<file path="src/rtl/mul_product_accumulator_if.sv">
// Product-accumulator bus: the product input stream and the finished-sum output.
//
// Handshake rules (both directions): a transfer happens on a rising clock edge
// where valid and ready are both 1. Payload travels with valid and must stay
// stable while valid=1 and ready=0. Ready may depend on state but never on the
// same-cycle valid.
interface mul_product_accumulator_if #(
    parameter int ACC_W = 72,
    parameter int CNT_W = 9
);
    logic             in_valid;
    logic             in_ready;
    logic [63:0]      product;
    logic             in_last;
    logic             out_valid;
    logic             out_ready;
    logic [ACC_W-1:0] acc_sum;
    logic [CNT_W-1:0] term_count;
    logic             overflow;

    // Upstream multiplier plus downstream consumer side.
    modport master (
        output in_valid, product, in_last, out_ready,
        input  in_ready, out_valid, acc_sum, term_count, overflow
    );

    // Accumulator side.
    modport slave (
        input  in_valid, product, in_last, out_ready,
        output in_ready, out_valid, acc_sum, term_count, overflow
    );
endinterface

</file>
<file path="src/rtl/mul_product_accumulator.sv">
// Accumulates a run of 64-bit unsigned products into a wide sum, then holds the
// sum with its term count and a sticky carry-out flag until it is consumed.
// A sum ends on in_last or after MAX_TERMS products.
module mul_product_accumulator #(
    parameter  int ACC_W     = 72,
    parameter  int MAX_TERMS = 256,
    localparam int CNT_W     = $clog2(MAX_TERMS + 1)
) (
    input  logic                     clk,
    input  logic                     rst,
    input  logic                     clr,
    mul_product_accumulator_if.slave bus,
    output logic                     state_dbg
);
    // Zero bits needed to extend a product to ACC_W+1 (sum plus carry).
    localparam int PAD = ACC_W + 1 - 64;

    typedef enum logic {
        ACCUM = 1'b0,
        HOLD  = 1'b1
    } state_t;

    state_t           state;
    logic [ACC_W-1:0] acc_q;
    logic [CNT_W-1:0] cnt_q;
    logic             ovf_q;
    logic             in_ready_q;
    logic             out_valid_q;

    logic             accept;
    logic [ACC_W:0]   sum_ext;
    logic [CNT_W-1:0] cnt_next;
    logic             sum_done;

    // Datapath for the product being accepted this cycle.
    always_comb begin
        accept   = bus.in_valid & in_ready_q;
        sum_ext  = {1'b0, acc_q} + {{PAD{1'b0}}, bus.product};
        cnt_next = cnt_q + CNT_W'(1);
        sum_done = bus.in_last | (cnt_next == CNT_W'(MAX_TERMS));
    end

    // Sum state machine; handshake outputs are registered alongside the state.
    always_ff @(posedge clk or negedge rst) begin
        if (!rst) begin
            state       <= ACCUM;
            acc_q       <= '0;
            cnt_q       <= '0;
            ovf_q       <= 1'b0;
            in_ready_q  <= 1'b1;
            out_valid_q <= 1'b0;
        end else if (clr) begin
            // Clear wins over any accept or pending output.
            state       <= ACCUM;
            acc_q       <= '0;
            cnt_q       <= '0;
            ovf_q       <= 1'b0;
            in_ready_q  <= 1'b1;
            out_valid_q <= 1'b0;
        end else begin
            case (state)
                ACCUM: begin
                    if (accept) begin
                        acc_q <= sum_ext[ACC_W-1:0];
                        cnt_q <= cnt_next;
                        ovf_q <= ovf_q | sum_ext[ACC_W];
                        if (sum_done) begin
                            state       <= HOLD;
                            in_ready_q  <= 1'b0;
                            out_valid_q <= 1'b1;
                        end
                    end
                end
                HOLD: begin
                    if (bus.out_ready) begin
                        state       <= ACCUM;
                        acc_q       <= '0;
                        cnt_q       <= '0;
                        ovf_q       <= 1'b0;
                        in_ready_q  <= 1'b1;
                        out_valid_q <= 1'b0;
                    end
                end
                default: begin
                    state       <= ACCUM;
                    in_ready_q  <= 1'b1;
                    out_valid_q <= 1'b0;
                end
            endcase
        end
    end

    assign bus.in_ready   = in_ready_q;
    assign bus.out_valid  = out_valid_q;
    assign bus.acc_sum    = acc_q;
    assign bus.term_count = cnt_q;
    assign bus.overflow   = ovf_q;
    assign state_dbg      = state;
endmodule

</file>
<file path="src/flat_wrapper.sv">
// flat-port wrapper written by rule: the top's interface ports become plain ports
module mul_product_accumulator_flat 
#(
    parameter  int ACC_W     = 72,
    parameter  int MAX_TERMS = 256,
    localparam int CNT_W     = $clog2(MAX_TERMS + 1)
)
  (clk, rst, clr, state_dbg, bus_in_valid, bus_product, bus_in_last, bus_out_ready, bus_in_ready, bus_out_valid, bus_acc_sum, bus_term_count, bus_overflow);
  mul_product_accumulator_if #(.ACC_W(ACC_W), .CNT_W(9)) bus_i ();
  input  logic clk;
  input  logic rst;
  input  logic clr;
  output logic state_dbg;
  input wire logic [$bits(bus_i.in_valid)-1:0] bus_in_valid;
  input wire logic [$bits(bus_i.product)-1:0] bus_product;
  input wire logic [$bits(bus_i.in_last)-1:0] bus_in_last;
  input wire logic [$bits(bus_i.out_ready)-1:0] bus_out_ready;
  output wire logic [$bits(bus_i.in_ready)-1:0] bus_in_ready;
  output wire logic [$bits(bus_i.out_valid)-1:0] bus_out_valid;
  output wire logic [$bits(bus_i.acc_sum)-1:0] bus_acc_sum;
  output wire logic [$bits(bus_i.term_count)-1:0] bus_term_count;
  output wire logic [$bits(bus_i.overflow)-1:0] bus_overflow;
  assign bus_i.in_valid = bus_in_valid;
  assign bus_i.product = bus_product;
  assign bus_i.in_last = bus_in_last;
  assign bus_i.out_ready = bus_out_ready;
  assign bus_in_ready = bus_i.in_ready;
  assign bus_out_valid = bus_i.out_valid;
  assign bus_acc_sum = bus_i.acc_sum;
  assign bus_term_count = bus_i.term_count;
  assign bus_overflow = bus_i.overflow;
  mul_product_accumulator #(.ACC_W(ACC_W), .MAX_TERMS(MAX_TERMS)) u_core (.clk(clk), .rst(rst), .clr(clr), .bus(bus_i), .state_dbg(state_dbg));
endmodule
</file>
<file path="config.mk">
export PLATFORM = sky130hd
export DESIGN_NAME = mul_product_accumulator_flat
export DESIGN_NICKNAME = d
export VERILOG_FILES = /design/src/rtl/mul_product_accumulator_if.sv /design/src/rtl/mul_product_accumulator.sv /design/src/flat_wrapper.sv
export SDC_FILE = /design/constraint.sdc
export NUM_CORES = 1
export LEC_CHECK = 0
export ABC_AREA = 1
export CELL_PAD_IN_SITES_DETAIL_PLACEMENT = 1
export CELL_PAD_IN_SITES_GLOBAL_PLACEMENT = 1
export CORE_MARGIN = 10
export CORE_UTILIZATION = 37
export DETAILED_ROUTE_END_ITERATION = 12
export HOLD_SLACK_MARGIN = 0.02
export PLACE_DENSITY_LB_ADDON = 0.1
export SKIP_CTS_REPAIR_TIMING = 1
export SLEW_MARGIN = 20
export SYNTH_ARGS = -nofsm -noshare
export SYNTH_HDL_FRONTEND = slang
export SYNTH_SLANG_ARGS = --single-unit
</file>
<file path="constraint.sdc">
create_clock -name clk -period 2.8 [get_ports clk]
set_clock_uncertainty 0.05 [all_clocks]
set_input_delay 0.42 -clock clk [delete_from_list [all_inputs] [get_ports clk]]
set_output_delay 0.42 -clock clk [all_outputs]
set_load 0.01 [all_outputs]
</file>
## After elaboration in Yosys (flattened, before gate mapping)

Index checks and enable logic that the tools add are counted.

| storage, ports and cells | value |
|---|---|
| bits of input ports | 70 |
| logic and storage cells | 44 |
| bits in registers | 85 |

| operators by class | value |
|---|---|
| bitwise gates (word level) | 4 |
| add/sub/neg operators | 2 |
| reduce and logical (&&, ||, !) cells | 2 |
| eq/ne operators | 4 |
| multiplexer cells | 26 |

Operators by type and width:

| operator | number |
|---|---|
| two-way mux 72 bit | 3 |
| case mux 72 bit (2 select lines) | 1 |
| adder 72 x 64 -> 73 bit | 1 |
| two-way mux 9 bit | 3 |
| case mux 9 bit (2 select lines) | 1 |
| two-way mux 1 bit | 14 |
| adder 9 x 1 -> 9 bit, second input constant | 1 |
| == test 9 bit, second input constant | 1 |
| case mux 1 bit (2 select lines) | 4 |
| inequality test 3 x 2 -> 1 bit, second input constant | 2 |
| inequality test 3 bit, second input constant | 1 |
| AND reduction 3 bit | 1 |
| bitwise OR 1 bit | 2 |
| AND reduction 2 bit | 1 |
| bitwise AND 1 bit | 1 |
| NOT 1 bit | 1 |

## Longest topological paths before layout

Gate-level depths: netlist (run 1).

| depth | value |
|---|---|
| depth in word-level cells | 7 |
| mapped depth | 16 |
| depth with buffers taken out | 16 |

## Worst setup path before layout (run 1)

No wires, ideal clock.

| timing | value |
|---|---|
| path kind | register to register |
| from | register u_core.acc_q[0] (netlist: u_core.bus.acc_sum[0]) |
| to | register u_core.acc_q[60] (netlist: u_core.bus.acc_sum[60]) |
| stages on the path, launching flop included | 15 |
| data arrival time | 1.985 ns |
| slack | 0.647 ns |
| period minus slack after synthesis | 2.153 ns |
| cells stage by stage | dfrtp_1 -> ha_1 -> fa_1 -> nand3_1 -> nand3_2 -> nand2_1 -> nand3_2 -> nand2_1 -> nand2_1 -> nand2_1 -> nand2_1 -> nand2_1 -> nand3b_1 -> nand3_1 -> nand2_1 |

| between the ends | value |
|---|---|
| word-level cells in the longest chain between the ends | 4 |

Ends and longest elaborated chain:

| element | line | RTL |
|---|---|---|
| start: declaration | mul_product_accumulator.sv:24 | `logic [ACC_W-1:0] acc_q;` |
| start signal: assignment | mul_product_accumulator.sv:64 | `acc_q <= sum_ext[ACC_W-1:0];` |
| adder 72 x 64 -> 73 bit | mul_product_accumulator.sv:38 | `sum_ext = {1'b0, acc_q} + {{PAD{1'b0}}, bus.product};` |
| two-way mux 72 bit | mul_product_accumulator.sv:63 | `if (accept) begin` |
| case mux 72 bit (2 select lines) | mul_product_accumulator.sv:61 | `case (state)` |
| two-way mux 72 bit | mul_product_accumulator.sv:52 | `end else if (clr) begin` |

No other way between the ends. The select of a mux whose other input is x is not followed.
A chain may end at the register's enable or synchronous reset.

## Final worst setup path (run 1)

| timing | value |
|---|---|
| from | input bus_product[0] |
| to | register u_core.acc_q[62] (netlist: u_core.bus.acc_sum[62]) |

| between the ends | value |
|---|---|
| word-level cells in the longest chain between the ends | 4 |

Ends and longest elaborated chain:

| element | line | RTL |
|---|---|---|
| start: declaration | flat_wrapper.sv:15 | `input wire logic [$bits(bus_i.product)-1:0] bus_product;` |
| adder 72 x 64 -> 73 bit | mul_product_accumulator.sv:38 |  |
| two-way mux 72 bit | mul_product_accumulator.sv:63 |  |
| case mux 72 bit (2 select lines) | mul_product_accumulator.sv:61 |  |
| two-way mux 72 bit | mul_product_accumulator.sv:52 |  |

No other way between the ends. The select of a mux whose other input is x is not followed.

==> flow_summary.yaml, run 1 <==
final_layout:
  finalNonFillerCells: 2228
  num-nets-final: 2028
  layout-drive-gt1-share_pct: 11.2
  area_growth_pct: 32.8
  filler_cell_count: 3507
drt:
  drt_pass1_iterations: 5
  drt_iter0_markers: 628
  post_drt_wl_per_cell_um: 18.7
  via_count: 11300
  remaining_drc_errors: 0
  residual_antenna_violating_net_count_after_detailed_routing: 0
  route.final.wire_length_mm: 41.6
  detail_route.vias_per_cell: 5.06
clock_tree:
  tritoncts_buffer_count: 9
  clkLatencyLatePin_ps: 370
  clock_tree.htree_level_count: 3
  clock_tree.root_cell: "sky130_fd_sc_hd__clkbuf_16"
  tritoncts: "yes"
  cts_num_sinks: 85
  cts.clk_slew.worst_paths_ps: 80
  clock_path_buffers: 2
synthesis:
  syn_area_per_cell_um2: 5.72
  netlist_top_cells_area: "sky130_fd_sc_hd__nand2_1, sky130_fd_sc_hd__dfrtp_1, sky130_fd_sc_hd__inv_1"
  share_of_flip_flops_with_an_asynchronous_set_or_reset_after_synthesis_pct: 100
  synth_top_area_cell: "sky130_fd_sc_hd__nand2_1"
  yosys.area.top_type_share_pct: 26.3
  yosysUniqueCellTypes: 39
  syn_area_mm2: 0.00933
  synth_top_cells_by_count: "sky130_fd_sc_hd__nand2_1, sky130_fd_sc_hd__inv_1, sky130_fd_sc_hd__nor2_1, sky130_fd_sc_hd__a21oi_1, sky130_fd_sc_hd__dfrtp_1"
  synth-seq-area-share_pct: 22.8
  seq_cells_post_synth: 85
  syn-instance-count: 1633
  most_common_cell_in_the_netlist: "sky130_fd_sc_hd__nand2_1"
  number_of_flops_mapped_to_enable_cells_by_yosys: 0
  synth_nets: 1769
  ys.flop_type: "sky130_fd_sc_hd__dfrtp_1"
  ys.warnings.count: 0
floorplan:
  boundaryPins: 155
  fp-row-count: 58
  design.core.area_mm2: 0.0250
  die_h_um: 179
  initial_utilization_pct: 37.3
  dieArea_mm2: 0.0320
  die_width_um: 179
critical_path:
  worst-endpoint-required_ps: 3010
  crit_path_max_incr_delay_ps: 420
  worst_path_class_setup: "in -> reg"
  cpLargestDelayFamily: "simple AND/OR/NAND/NOR gates"
  end_kind: "register"
  crit_chain: "clkdlybuf4s50_1, ha_1, fa_1, nand3_1, nand3_2, nand2_1, nand2_2, nand2_1, nand3_1, nand2_1, nand2_1, nand3_1, nand3_1, nand3_1, nand2_1"
  critical_path_arrival_ps: 2830
  cp_num_buf_inv: 1
  start_kind: "input pin"
  critPathSlowestCell: "sky130_fd_sc_hd__clkdlybuf4s50_1"
  critPathMaxFanout: 4
timing:
  finalSetupViolCount: 0
  finalMaxSlewViolations: 0
  max_freq_mhz: 381
  slew_headroom_pct: 24.7
  rsz_0062_raised_after_global_routing: "false"
  final_period_minus_worst_setup_slack_ps: 2620
  fin_worst_hold_slack_ps: 435
  final.period_utilization_pct: 93.6
  timing_worst_slew_pin_value_ps: 1120
  finalHoldViolCount: 0
placement:
  placed_cells: 2210
  routability_congestion: 0.998
  dp.final_hpwl_mm: 34.9
  port-buffer-count: 154
outcome:
  outcome: "completed"
power_and_ir_drop:
  pwr_density_cell_mw_per_mm2: 433
  switching_share_pct: 43.8
  power_report.internal_total_mw: 3.01
  worst_ir_drop_vdd_uv: 241
  power.total_mw: 5.36
  seqPwrFrac_pct: 27.2
  clock_power_share_pct: 24.2
  cellLeakagePower_nw: 6.60
  net_switching_power_of_the_design_mw: 2.35
  power.share.combinational_pct: 48.6
grt:
  grt_pass1_wl_mm: 64.5
  grt_pass1_vias: 11700
  grt_overflow_total: 0
  grt_max_degree: 69
  grt_use_total_pct: 26.0
  antenna_found_initial: 1
min_path:
  class_of_the_tightest_hold_or_removal_check: "reg -> reg"
run:
  cap_violations: 0
-- layout by cell type, fill, tap and decap left out, types with 2 or more instances in the layout --
cell type / Yosys / routed
sky130_fd_sc_hd__nand2_1: 653 / 652
sky130_fd_sc_hd__a21oi_1: 102 / 102
sky130_fd_sc_hd__nor3_1: 13 / 13
sky130_fd_sc_hd__inv_6: 0 / 3
sky130_fd_sc_hd__a32o_1: 5 / 5
sky130_fd_sc_hd__nor2_1: 160 / 160
sky130_fd_sc_hd__nand3_1: 67 / 67
sky130_fd_sc_hd__nand3_2: 9 / 9
sky130_fd_sc_hd__nand4_1: 7 / 7
sky130_fd_sc_hd__o21bai_1: 10 / 10
sky130_fd_sc_hd__clkdlybuf4s50_1: 0 / 153
sky130_fd_sc_hd__clkbuf_16: 0 / 9
sky130_fd_sc_hd__nand2_2: 28 / 29
sky130_fd_sc_hd__inv_1: 266 / 266
sky130_fd_sc_hd__nor2_2: 24 / 24
sky130_fd_sc_hd__nor2_4: 5 / 5
sky130_fd_sc_hd__a22o_1: 3 / 3
sky130_fd_sc_hd__nand4_2: 2 / 2
sky130_fd_sc_hd__o21ai_0: 55 / 55
sky130_fd_sc_hd__nand3b_1: 16 / 16
sky130_fd_sc_hd__o21ai_2: 2 / 2
sky130_fd_sc_hd__buf_12: 0 / 4
sky130_fd_sc_hd__ha_1: 65 / 65
sky130_fd_sc_hd__inv_2: 4 / 4
sky130_fd_sc_hd__o21a_1: 2 / 2
sky130_fd_sc_hd__dfrtp_1: 84 / 84
sky130_fd_sc_hd__xor2_1: 4 / 4
sky130_fd_sc_hd__o22ai_1: 5 / 5
sky130_fd_sc_hd__or2_2: 9 / 9
sky130_fd_sc_hd__clkinv_1: 3 / 3
sky130_fd_sc_hd__inv_8: 0 / 2
sky130_fd_sc_hd__o21ai_1: 4 / 4
sky130_fd_sc_hd__buf_4: 0 / 107
-- sequential cells by signal, indices dropped and copies added (netlist names) --
register,cells
u_core.bus.in_ready,1
u_core.bus.term_count,9
u_core.state_dbg,1
u_core.bus.acc_sum,72
u_core.bus.out_valid,1
u_core.bus.overflow,1
-- through the flow --
stage | cell area (um2) | util, % | TNS, ps | setup WS [ps]
detailed placement | 12100 | 48.3 | -1990 | -148
finish | 12400 | 49.5 | 0 | 179
floorplan | 9330 | - | 0 | 647
CTS | 12400 | 49.5 | 0 | 223
global placement | 12100 | 48.3 | -956 | -125
global route | 12400 | 49.5 | 0 | 35.3
-- kinds of logic after synthesis --
logic type / count (synthesis) / share of synthesized area, %
AOI/OAI and AO/OA: 191 / 11.2
xor gates and xnor gates: 5 / 0.469
and+or+nand+nor: 996 / 44.9
DFF: 85 / 22.8
adders and majority gates: 66 / 8.93
buffers and inverters: 290 / 11.7
-- metal layers --
layer	track usage (%)	up-vias	share of wire, %
met2	39.2	304	42
li1	-	5580	-
met4	6.68	0	1.7
met3	3.69	37	7.3
met1	38.0	5355	49
met5	0	-	0
-- final cells by class --
class                           count  area [um2]  share of cell area (%)
Antenna cell                        1        2.50                  0.0202
Clock buffer                        9         225                    1.82
Clock inverter                      7        65.1                   0.525
Inverter                          273        1020                    8.27
Multi-Input combinational cell   1258        6110                    49.3
Sequential cell                    85        2130                    17.2
Tap cell                          330         413                    3.33
Timing Repair Buffer              265        2420                    19.6
-- power by group through the flow --
| stage | logic (mW) | registers, mW | clock network (mW) |
|---|---|---|---|
| floorplan | 1.28 | 1.50 | 0 |
| global placement | 2.51 | 1.47 | 0 |
| detailed placement | 2.57 | 1.48 | 0 |
| CTS | 2.59 | 1.45 | 1.32 |
| global route | 2.86 | 1.47 | 1.36 |
| finish | 2.61 | 1.46 | 1.30 |
-- worst paths after layout --
kind	slack [ps]	to	depth (start not counted)	from
worst min-delay path	430	u_core.bus.out_valid	2	u_core.bus.out_valid
worst min register to register	430	u_core.bus.out_valid	2	u_core.bus.out_valid
worst max-delay path	180	u_core.bus.acc_sum[62]	15	bus_product[0]
worst max register to register	190	u_core.bus.acc_sum[58]	12	u_core.bus.acc_sum[32]
min in group asynchronous	510	u_core.bus.acc_sum[8]	2	rst
max in group asynchronous	1420	u_core.bus.in_ready	3	rst
-- worst min-delay path, delay by kind of cell (launching register included) --
family | cells | cell delay (ps)
DFF | 1 | 350
and+or+nand+nor | 2 | 100
(Power assumes the default switching activity.)
==> inputs of run 2 (changes only) <==
--- a/config.mk
+++ b/config.mk
@@ -13,7 +13,6 @@
 export DETAILED_ROUTE_END_ITERATION = 12
 export HOLD_SLACK_MARGIN = 0.02
 export PLACE_DENSITY_LB_ADDON = 0.1
-export SKIP_CTS_REPAIR_TIMING = 1
 export SLEW_MARGIN = 20
 export SYNTH_ARGS = -nofsm -noshare
 export SYNTH_HDL_FRONTEND = slang
==> flow_summary.yaml, run 2 (synthesis gave the netlist of run 1 again) <==
final_layout:
  final_common_cell: "sky130_fd_sc_hd__nand2_1"
  layout-drive-gt1-share_pct: 11.2
  num-nets-final: 2028
  final_core_utilization_pct: 49.5
  fin_area_mm2: 0.0124
  final_cell_mix: "sky130_fd_sc_hd__nand2_1, sky130_fd_sc_hd__inv_1, sky130_fd_sc_hd__nor2_1"
  filler_cell_count: 3507
  area_growth_pct: 32.8
  largest_register_ffs: 72
  finalNonFillerCells: 2228
placement:
  dp.final_hpwl_mm: 34.9
  detailedPlace.worstSlack_ps: -148
  postPlaceCellArea_mm2: 0.0121
  routability_congestion: 0.998
  placed_cells: 2210
  port-buffer-count: 154
timing:
  timing_worst_slew_pin_value_ps: 1120
  rsz_0062_raised_after_global_routing: "false"
  final_period_minus_worst_setup_slack_ps: 2620
  finalHoldViolCount: 0
  finalSetupViolCount: 0
  slew_headroom_pct: 24.7
  finalMaxSlewViolations: 0
  max_freq_mhz: 381
  timing.final.ws_setup_ps: 179
  final.period_utilization_pct: 93.6
critical_path:
  cp-startpoint: "bus_product[0]"
  start_kind: "input pin"
  critical_path_arrival_ps: 2830
  critPathCapture: "u_core.bus.acc_sum[62]"
  reg2regPathDepth: 12
  regToRegSetupSlack_ps: 190
  regToRegStartpoint: "u_core.bus.acc_sum[32]"
  worstReg2RegEnd: "u_core.bus.acc_sum[58]"
  worst-endpoint-required_ps: 3010
  critPathSlowestCell: "sky130_fd_sc_hd__clkdlybuf4s50_1"
  worst_path_class_setup: "in -> reg"
  critPathMaxFanout: 4
  end_kind: "register"
  crit_chain: "clkdlybuf4s50_1, ha_1, fa_1, nand3_1, nand3_2, nand2_1, nand2_2, nand2_1, nand3_1, nand2_1, nand2_1, nand3_1, nand3_1, nand3_1, nand2_1"
  crit_path_max_incr_delay_ps: 420
grt:
  antenna_found_initial: 1
  grt_max_degree: 69
  grt_pass1_wl_mm: 64.5
  grt_pass1_vias: 11700
  grt_use_total_pct: 26.1
  grt_overflow_total: 0
floorplan:
  die_width_um: 179
  boundaryPins: 155
  dieArea_mm2: 0.0320
  initial_utilization_pct: 37.3
  fp-row-count: 58
  die_h_um: 179
  design.core.area_mm2: 0.0250
power_and_ir_drop:
  pwr_density_cell_mw_per_mm2: 433
  worst_ir_drop_vdd_uv: 241
  power.share.combinational_pct: 48.6
  power.total_mw: 5.36
  seqPwrFrac_pct: 27.2
  power_report.internal_total_mw: 3.01
  switching_share_pct: 43.8
  net_switching_power_of_the_design_mw: 2.35
  clock_power_share_pct: 24.2
  cellLeakagePower_nw: 6.60
drt:
  route.final.wire_length_mm: 41.6
  residual_antenna_violating_net_count_after_detailed_routing: 0
  drt_iter0_markers: 628
  remaining_drc_errors: 0
  drt_pass1_iterations: 5
  detail_route.vias_per_cell: 5.06
  post_drt_wl_per_cell_um: 18.7
  via_count: 11300
clock_tree:
  clock_tree.htree_level_count: 3
  cts.clk_slew.worst_paths_ps: 80
  clock_tree.root_cell: "sky130_fd_sc_hd__clkbuf_16"
  number_of_gates_resized_after_cts: 0
  tritoncts: "yes"
  cts_num_sinks: 85
  clkLatencyLatePin_ps: 370
  tritoncts_buffer_count: 9
  clock_path_buffers: 2
min_path:
  class_of_the_tightest_hold_or_removal_check: "reg -> reg"
  hold_path_startpoint: "u_core.bus.out_valid"
outcome:
  outcome: "completed"
run:
  cap_violations: 0
run 2: cell counts in the layout (fill, tap and decap cells not counted):
No cell type changed its count.
run 2: worst min-delay path by stage:
stage | endpoint | slack (ps) | cells after the start
final | u_core.bus.out_valid | 430 | 2
after global placement | u_core.bus.acc_sum[9] | 370 | 1
after CTS | u_core.bus.in_ready | 440 | 2
after floorplan | u_core.bus.acc_sum[0] | 70 | 0
after detailed placement | u_core.bus.acc_sum[9] | 380 | 1
after global routing | u_core.bus.in_ready | 460 | 2
run 2: power groups by stage:
stage	registers (mW)	logic, mW	clock network [mW]
floorplan	1.50	1.28	0
global placement	1.47	2.51	0
detailed placement	1.48	2.57	0
CTS	1.45	2.59	1.32
global route	1.47	2.86	1.36
finish	1.46	2.61	1.30
run 2: cell type report:
class	instances	area, um2	share of cell area, %
antenna	1	2.50	0.0202
clock buffer	9	225	1.82
clock inverter	7	65.1	0.525
inverter	273	1020	8.27
multi-input combinational	1258	6110	49.3
sequential	85	2130	17.2
tap	330	413	3.33
timing repair buffer	265	2420	19.6
run 2: repair_timing:
| item | in CTS | in global routing |
|---|---|---|
| buffers inserted | 0 | 0 |
| hold endpoints to repair | 32 | 0 |
| hold buffers | 1 | 0 |
run 2: routing by layer:
metal  vias up  global-route usage [%]  part of all wire, %
met5         -                       0                    0
met4         0                    6.68                  1.7
met3        37                    3.71                  7.3
met2       304                    39.2                   42
met1      5355                    38.0                   49
li1       5580                       -                    -
run 2: critical path, delay by kind of cell:
kind / cells / cell delay, ps
simple gates: 12 / 1350
buf+inv: 1 / 420
fa+ha+maj: 2 / 620
run 2: metrics by stage:
stage                     hold slack, ps  TNS (ps)
final                                435         0
after floorplan                     74.4         0
after global placement               374      -956
after CTS                            438         0
after global routing                 465         0
after detailed placement             384     -1990
==> inputs of run 3 (changes only) <==
--- a/config.mk
+++ b/config.mk
@@ -8,6 +8,7 @@
 export ABC_AREA = 1
 export CELL_PAD_IN_SITES_DETAIL_PLACEMENT = 1
 export CELL_PAD_IN_SITES_GLOBAL_PLACEMENT = 1
+export CORE_ASPECT_RATIO = 0.7
 export CORE_MARGIN = 10
 export CORE_UTILIZATION = 37
 export DETAILED_ROUTE_END_ITERATION = 12
@@ -17,3 +18,4 @@
 export SYNTH_ARGS = -nofsm -noshare
 export SYNTH_HDL_FRONTEND = slang
 export SYNTH_SLANG_ARGS = --single-unit
+export TNS_END_PERCENT = 50
==> flow_summary.yaml, run 3 (synthesis gave the netlist of run 1 again) <==
grt:
  grt_use_total_pct: 29.4
  grt_overflow_total: 0
  grt_pass1_wl_mm: 73.5
  grt_max_degree: 69
  antenna_found_initial: 1
  grt_pass1_vias: 12500
drt:
  drt_iter0_markers: 926
  residual_antenna_violating_net_count_after_detailed_routing: 0
  drt_pass1_iterations: 5
  remaining_drc_errors: 0
  route.final.wire_length_mm: 48.0
  post_drt_wl_per_cell_um: 20.7
  via_count: 12000
  detail_route.vias_per_cell: 5.15
critical_path:
  worst-endpoint-required_ps: 3010
  critPathMaxFanout: 5
  critPathCapture: "u_core.bus.acc_sum[61]"
  critPathSlowestCell: "sky130_fd_sc_hd__clkdlybuf4s50_1"
  regToRegSetupSlack_ps: 160
  worstReg2RegEnd: "u_core.bus.acc_sum[61]"
  crit_chain: "clkdlybuf4s50_1, ha_2, buf_4, nand2_2, buf_4, inv_1, a21oi_1, o21ai_0, buf_4, nand2_1, nand2_1, a21oi_1, buf_4, nand3_1, nand3_1, nand2_1"
  cpLargestDelayFamily: "buffers and inverters"
  worst_path_class_setup: "in -> reg"
  crit_path_max_incr_delay_ps: 470
  critical_path_arrival_ps: 2890
  critical_path_cell_count: 16
  regToRegStartpoint: "u_core.bus.acc_sum[32]"
  cpMostUsedCell: "sky130_fd_sc_hd__buf_4"
  cp-startpoint: "bus_product[31]"
  cp_num_buf_inv: 6
  start_kind: "input pin"
  reg2regPathDepth: 15
  end_kind: "register"
timing:
  finalHoldViolCount: 0
  finalSetupViolCount: 0
  finalMaxSlewViolations: 0
  timing.final.ws_setup_ps: 120
  final.period_utilization_pct: 95.7
  final_period_minus_worst_setup_slack_ps: 2680
  timing_worst_slew_pin_value_ps: 956
  slew_headroom_pct: 36.2
  final.setup.tns_ps: 0
  max_freq_mhz: 373
  rsz_0062_raised_after_global_routing: "false"
placement:
  routability_congestion: 1.01
  dp.final_hpwl_mm: 40.5
  postPlaceCellArea_mm2: 0.0128
  detailedPlace.worstSlack_ps: -311
  port-buffer-count: 154
run:
  cap_violations: 0
floorplan:
  fp-row-count: 48
  die_width_um: 210
  dieArea_mm2: 0.0321
  die_h_um: 153
  initial_utilization_pct: 37.7
  design.core.area_mm2: 0.0247
  boundaryPins: 155
clock_tree:
  post_cts_hold_buffer_count: 0
  tritoncts: "yes"
  clock_tree.htree_level_count: 3
  cts.clk_slew.worst_paths_ps: 70
  tritoncts_buffer_count: 9
  number_of_gates_resized_after_cts: 0
  clock_tree.root_cell: "sky130_fd_sc_hd__clkbuf_16"
  clkLatencyLatePin_ps: 380
  post-cts-setup-buffers: 0
  clock_path_buffers: 2
  cts_num_sinks: 85
final_layout:
  fin_area_mm2: 0.0132
  filler_cell_count: 3482
  final_cell_mix: "sky130_fd_sc_hd__nand2_1, sky130_fd_sc_hd__inv_1, sky130_fd_sc_hd__buf_4"
  layout-drive-gt1-share_pct: 16.0
  antennaDiodeCount: 0
  num-nets-final: 2127
  area_growth_pct: 41.0
  final_common_cell: "sky130_fd_sc_hd__nand2_1"
  largest_register_ffs: 72
power_and_ir_drop:
  pwr_density_cell_mw_per_mm2: 434
  worst_ir_drop_vdd_uv: 319
  cellLeakagePower_nw: 7.08
  power.total_mw: 5.71
outcome:
  outcome: "completed"
min_path:
  class_of_the_tightest_hold_or_removal_check: "in -> async"
[run 3: changes by cell type in the layout (fill, tap and decap cells not counted), moves of 2 or more]
cell	delta
sky130_fd_sc_hd__nor2_2	+3
sky130_fd_sc_hd__inv_8	-2
sky130_fd_sc_hd__nand2_2	+2
sky130_fd_sc_hd__nand3_1	-2
sky130_fd_sc_hd__buf_4	+101
sky130_fd_sc_hd__nand2_1	-2
sky130_fd_sc_hd__nor2_1	-3
[run 3: metrics by stage]
stage / instances / hold slack [ps] / util, %
after floorplan: 1633 / 74.4 / -
after global placement: 2305 / 408 / 51.8
final: 2321 / 18.0 / 53.2
after global routing: 2321 / 59.2 / 53.2
after detailed placement: 2305 / 423 / 51.8
after CTS: 2321 / 34.6 / 53.0
[run 3: cell type report]
cell class,instances,area [um2],share of cell area [%]
repair buffers,364,3150,24.0
clock inverters,6,71.3,0.542
flip-flops and latches,85,2130,16.2
multi-input cells,1258,6140,46.7
inverters,273,1020,7.79
well taps,325,407,3.09
clock buffers,10,229,1.74
[run 3: report_power, final]
group          internal, mW  switching [mW]  total, mW
clock                 0.703           0.649       1.35
sequential             1.34           0.120       1.46
combinational          1.21            1.69       2.90
total                  3.25            2.45       5.71
[run 3: how the worst min path moves through the flow]
stage                                 end  slack (ps)  cells after the start
floorplan           u_core.bus.acc_sum[0]          70                      0
global placement      u_core.bus.in_ready         410                      2
detailed placement   u_core.bus.out_valid         420                      2
CTS                 u_core.bus.acc_sum[6]          30                      1
global route        u_core.bus.acc_sum[6]          60                      1
finish              u_core.bus.acc_sum[6]          20                      1
[run 3: metal layers]
metal / up-vias / routed length [um] / track usage, %
li1: 5768 / - / -
met1: 5720 / 22700 / 41.6
met2: 421 / 19300 / 42.1
met3: 43 / 5440 / 10.9
met4: 2 / 530 / 4.75
met5: - / 12 / 0
